==> config.mk <==
export PLATFORM = sky130hd
export DESIGN_NAME = fifo_stream_reader
export DESIGN_NICKNAME = d
export VERILOG_FILES = /design/src/rtl/fifo_stream_reader.sv
export SDC_FILE = /design/constraint.sdc
export NUM_CORES = 1
export LEC_CHECK = 0
export CORE_MARGIN = 4
export CORE_UTILIZATION = 41
export CTS_CLUSTER_SIZE = 24
export DETAILED_ROUTE_END_ITERATION = 10
export PLACE_DENSITY = 0.66
export SLEW_MARGIN = 20
export SYNTH_ARGS = -nofsm -noshare
export SYNTH_HDL_FRONTEND = slang
export SYNTH_SLANG_ARGS = --single-unit
==> constraint.sdc <==
create_clock -name clock -period 3.6 [get_ports clock]
set_input_delay 0.72 -clock clock [delete_from_list [all_inputs] [get_ports clock]]
set_output_delay 0.72 -clock clock [all_outputs]
set_load 0.05 [all_outputs]
==> src/rtl/fifo_stream_reader.sv <==
// -----------------------------------------------------------------------------
// fifo_stream_reader
//   Read-side consumer for the CDC FIFO, entirely in the read clock domain.
//   Pops words from the FIFO head into a 2-entry skid buffer and presents them
//   as a registered valid/ready stream (1 word/cycle sustained, no combinational
//   path from out_ready to the FIFO pop). A flush sequence drains and discards
//   the buffer and the FIFO contents. Delivered and dropped words are counted.
//
// Ports
//   clock                in   read-domain clock
//   reset                in   synchronous, active-high reset
//   fifo_read_data       in   FIFO head word, valid whenever fifo_empty=0
//   fifo_empty           in   FIFO empty flag
//   fifo_read_increment  out  pop strobe (combinational)
//   out_data             out  stream data (skid entry 0), registered
//   out_valid            out  stream valid, registered
//   out_ready            in   stream ready from downstream
//   flush                in   start drain-and-discard (level, sampled each cycle)
//   flush_busy           out  1 while flushing
//   flush_done           out  one-cycle pulse when a flush completes
//   words_delivered      out  count of out_valid && out_ready handshakes
//   words_dropped        out  count of words discarded by flush
// -----------------------------------------------------------------------------
module fifo_stream_reader #(
    parameter int unsigned DATA_WIDTH  = 8,
    parameter int unsigned COUNT_WIDTH = 16
) (
    input  logic                   clock,
    input  logic                   reset,
    input  logic [DATA_WIDTH-1:0]  fifo_read_data,
    input  logic                   fifo_empty,
    output logic                   fifo_read_increment,
    output logic [DATA_WIDTH-1:0]  out_data,
    output logic                   out_valid,
    input  logic                   out_ready,
    input  logic                   flush,
    output logic                   flush_busy,
    output logic                   flush_done,
    output logic [COUNT_WIDTH-1:0] words_delivered,
    output logic [COUNT_WIDTH-1:0] words_dropped
);

    typedef enum logic {
        ST_RUN   = 1'b0,
        ST_FLUSH = 1'b1
    } state_t;

    state_t                 r_state;
    logic [1:0]             r_count;
    logic [DATA_WIDTH-1:0]  r_entry0;
    logic [DATA_WIDTH-1:0]  r_entry1;
    logic                   r_out_valid;
    logic                   r_flush_busy;
    logic                   r_flush_done;
    logic [COUNT_WIDTH-1:0] r_delivered;
    logic [COUNT_WIDTH-1:0] r_dropped;

    logic                   w_deq;
    logic                   w_pop;
    logic [1:0]             w_slot;
    logic [1:0]             w_count_next;

    always_comb begin
        w_deq = (r_state == ST_RUN) && (r_count != 2'd0) && out_ready;

        // Pop decision depends only on registered count, never on out_ready,
        // so there is no combinational path out_ready -> FIFO.
        w_pop = 1'b0;
        if (!reset && !fifo_empty) begin
            if (r_state == ST_FLUSH) begin
                w_pop = 1'b1;
            end else if (!flush && (r_count != 2'd2)) begin
                w_pop = 1'b1;
            end
        end

        // Slot the popped word lands in, after a dequeue shifts entry1 down.
        w_slot = r_count - {1'b0, w_deq};

        w_count_next = '0;
        if (r_state == ST_RUN && !flush) begin
            w_count_next = r_count + {1'b0, w_pop} - {1'b0, w_deq};
        end
    end

    always_ff @(posedge clock) begin
        if (reset) begin
            r_state      <= ST_RUN;
            r_count      <= '0;
            r_entry0     <= '0;
            r_entry1     <= '0;
            r_out_valid  <= 1'b0;
            r_flush_busy <= 1'b0;
            r_flush_done <= 1'b0;
            r_delivered  <= '0;
            r_dropped    <= '0;
        end else begin
            r_flush_done <= 1'b0;
            r_count      <= w_count_next;
            r_out_valid  <= (w_count_next != 2'd0);
            case (r_state)
                ST_RUN: begin
                    if (flush) begin
                        // A handshake in the transition cycle still counts as
                        // delivered; only the remaining buffered words drop.
                        r_state      <= ST_FLUSH;
                        r_flush_busy <= 1'b1;
                        r_delivered  <= r_delivered + COUNT_WIDTH'(w_deq);
                        r_dropped    <= r_dropped + COUNT_WIDTH'(w_slot);
                    end else begin
                        if (w_deq) begin
                            r_entry0    <= r_entry1;
                            r_delivered <= r_delivered + 1'b1;
                        end
                        if (w_pop) begin
                            if (w_slot == 2'd0) begin
                                r_entry0 <= fifo_read_data;
                            end else begin
                                r_entry1 <= fifo_read_data;
                            end
                        end
                    end
                end
                ST_FLUSH: begin
                    if (w_pop) begin
                        r_dropped <= r_dropped + 1'b1;
                    end
                    if (fifo_empty) begin
                        r_state      <= ST_RUN;
                        r_flush_busy <= 1'b0;
                        r_flush_done <= 1'b1;
                    end
                end
                default: begin
                    r_state      <= ST_RUN;
                    r_flush_busy <= 1'b0;
                end
            endcase
        end
    end

    assign fifo_read_increment = w_pop;
    assign out_data            = r_entry0;
    assign out_valid           = r_out_valid;
    assign flush_busy          = r_flush_busy;
    assign flush_done          = r_flush_done;
    assign words_delivered     = r_delivered;
    assign words_dropped       = r_dropped;

endmodule

==> run summary <==
status -> completed
Synth Area in Simple Gates -> 23.89%
fin. max-slew vios -> 0
RSZ-0062 raised after global routing -> false
Worst EP required -> 3.79 ns
area grow syn2layout -> 28.34%
post-CTS setup buffer count -> 0
setup slack, reg-to-reg -> 0.81 ns
post-cts sizing count -> 0
period utilization -> 84.62%
clock latency on the worst-skew pair -> 0.30 ns
max_slew headroom -> 57.50%
die height -> 86.48 um
Cells after Synth -> 268
sequential fraction of the synthesis area -> 42.81%
leakage power -> 1.243 nW
area occupied by multi-input gates -> 1324 sq um
Rows -> 28
gp weighted congestion -> 0.7040
first-pass GRT wire length -> 9.059 mm
max frequency -> 328.3 MHz
Post-Syn Nets -> 289
CP max stage delay -> 0.39 ns
xor/xnor cell area share of the yosys netlist -> 10.41%
HP Class -> reg2reg
CP Max Fanout -> 7
htree depth -> 2
final wirelength -> 5.329 mm
Vias -> 2001
core area -> 5956 sq um
multiplexer area fraction after synthesis -> 4.361%
PortBufs -> 56
hpwl dp -> 3.821 mm
MaxCap Viol Count -> 0
largest net degree at the start of global routing -> 35
CTS sink count -> 54
Setup-failing EPs final -> 0
nets -> 342
CP Data Arrival Time -> 3.23 ns
post-synthesis adder-cell area fraction -> 4.262%
First DRT Iteration DRCs -> 74
Initial DRT Pass Iterations -> 4
Num CTS Buffers -> 5
CP cell instances -> clkdlybuf4s50_1 -> o21ai_1 -> nor2_1 -> ha_1 -> xnor2_1 -> or2_2 -> inv_1 -> ha_1 -> a21oi_1 -> a211oi_4 -> nand4_1 -> xor2_1 -> nor2_1
Critical Path End Type -> register
Cells after DPL -> 389
share of layout cells above drive strength 1 -> 9.627%
critical path's slowest cell -> clkdlybuf4s50_1
Mapped Area -> 2525 sq um
synth warn -> 0
Final Hold Fails -> 0
I/O pin total -> 57
gr usage total -> 14.89%
CP Class -> in2reg
peak supply drop -> 194.7 uV
synthesis-stage register bit count -> 54
fin crit period -> 3.046 ns
Vias/cell -> 5.040
antenna violations before repair -> 0
vias in the first global route -> 1921
die width -> 86.48 um
Worst Path Buf+Inv -> 2
Ant. Diodes -> 0
CP top delay family -> compound AO/OA/AOI/OAI gates
Wirelength per Cell -> 13.42 um
Cell Pwr Density -> 355.9 nW/um^2
Root Buffer -> clkbuf_8
Non-Filler Instances -> 397
Fillers -> 584
Syn Area/Cell -> 9.421 sq um
Compound-Gate Fraction of Synth Area -> 9.514%
CTS tree -> built
Clock Tree Buf Depth -> 2
Die ar. -> 7478 sq um
worst-margin pin slew -> 0.6363 ns
drt drc -> 0
pre-CTS WS -> 0.2635 ns
worst-case clock skew -> 0.006658 ns
Fin Setup TNS -> 0 ns
largest family of logic cells by synthesized area -> simple AND/OR/NAND/NOR gates
GRT overflow -> 0
crit start category -> primary input
hold-fix buffers at CTS -> 0
Cell variety after synth -> 33
Initial Util -> 42.39%
Reg clk slew, reported paths -> 0.10 ns
register area -> 1081 sq um
Final Power -> 0.001153 W
setup ws final -> 0.5538 ns
post-route ant nets -> 0
Yosys cell counts, drive strengths merged:
master   number  area, sq um
a21oi         6        30.03
mux2i        11        110.1
nand2b        2        12.51
ha            7        87.58
xnor2         6        52.55
nor2         46        172.7
and4          4        35.03
nor4          1        21.27
nor2b         1        6.260
inv          17        63.81
or2           4        25.02
xor2         24        210.2
nand4         7        43.79
and2          1        6.260
or3b          1        11.26
a211oi        4        65.06
buf           3        22.52
and3          9        61.31
nand3        12        60.06
nor3b         9        67.56
fa            1        20.02
nand2         8        30.03
a2111oi       8        120.1
clkbuf        9        33.78
o21ai         2        10.00
dfxtp        54         1081
a21o          1        15.01
nor3         10        50.05
per-layer routing:
layer	global-route usage, %	wire length (um)	up-vias	part of all wire (%)
met5	0	0	-	0
met4	4.674	68	0	1.3
met3	2.757	201	7	3.8
met2	24.62	2540	39	48
met1	19.66	2519	944	47
li1	-	-	1011	-
cell usage in the layout, fill, tap and decap left out, types with 8 or more instances in the layout:
cell type        count
dfxtp_1             54
nor2_1              46
xor2_1              24
nand3_1             12
inv_1               17
nor3b_1              9
and3_1               8
nor3_1              10
nand2_1              8
mux2i_1             11
clkdlybuf4s50_1     54
a2111oi_2            8
layout make-up:
class | count | area share [%]
repair buffers | 58 | 17.53
clock buffers | 6 | 2.239
inverters | 17 | 1.969
clock inverters | 2 | 1.158
multi-input cells | 185 | 40.85
flip-flops and latches | 54 | 33.36
well taps | 75 | 2.896
worst reg2reg max path: stages, from the launching register on:
cell	delay (ns)
dfxtp_1	0.61
nor2_1	0.14
ha_1	0.21
xnor2_1	0.35
or2_2	0.21
inv_1	0.04
ha_1	0.26
a21oi_1	0.10
a211oi_4	0.39
nand4_1	0.17
xor2_1	0.16
nor2_1	0.05
stage by stage:
stage | hold WS (ns) | instance area [sq um] | util (%)
final | 0.4702 | 3241 | 54.41
after CTS | 0.4755 | 3241 | 54.41
after global placement | 0.4611 | 3131 | 52.56
after detailed placement | 0.4605 | 3131 | 52.56
after global routing | 0.5116 | 3241 | 54.41
after floorplan | 0.4649 | 2525 | -
path summary, 6_finish.rpt:
kind         cells past startpoint                end        start
min reg2reg                      2        out_data[5]  out_data[5]
min                              2        out_data[5]  out_data[5]
max reg2reg                     11  words_dropped[13]      r_state
max                             13  words_dropped[13]    out_ready
cells by family (layout without fill, tap and decap cells):
group / count (synthesis) / count (layout)
AOI/OAI and AO/OA: 21 / 21
xor gates and xnor gates: 30 / 30
adders and majority gates: 8 / 8
buffers and inverters: 29 / 83
DFF: 54 / 54
muxes: 11 / 11
and+or+nand+nor: 115 / 115
report_power, final:
part	switching, W	internal [W]	leakage, nW
combinational	0.0000842	0.0000519	0.756
clock	0.000192	0.000208	0.0514
sequential	0.00000921	0.000608	0.436
total	0.000286	0.000868	1.24
state kept, by name, summed over array words and instances, names as in the netlist:
signal and flops:
flush_busy 1, flush_done 1, out_data 8, out_valid 1, r_count 2, r_entry1 8, r_state 1, words_delivered 16
words_dropped 16
No activity file was read; power rests on OpenSTA's default activity.
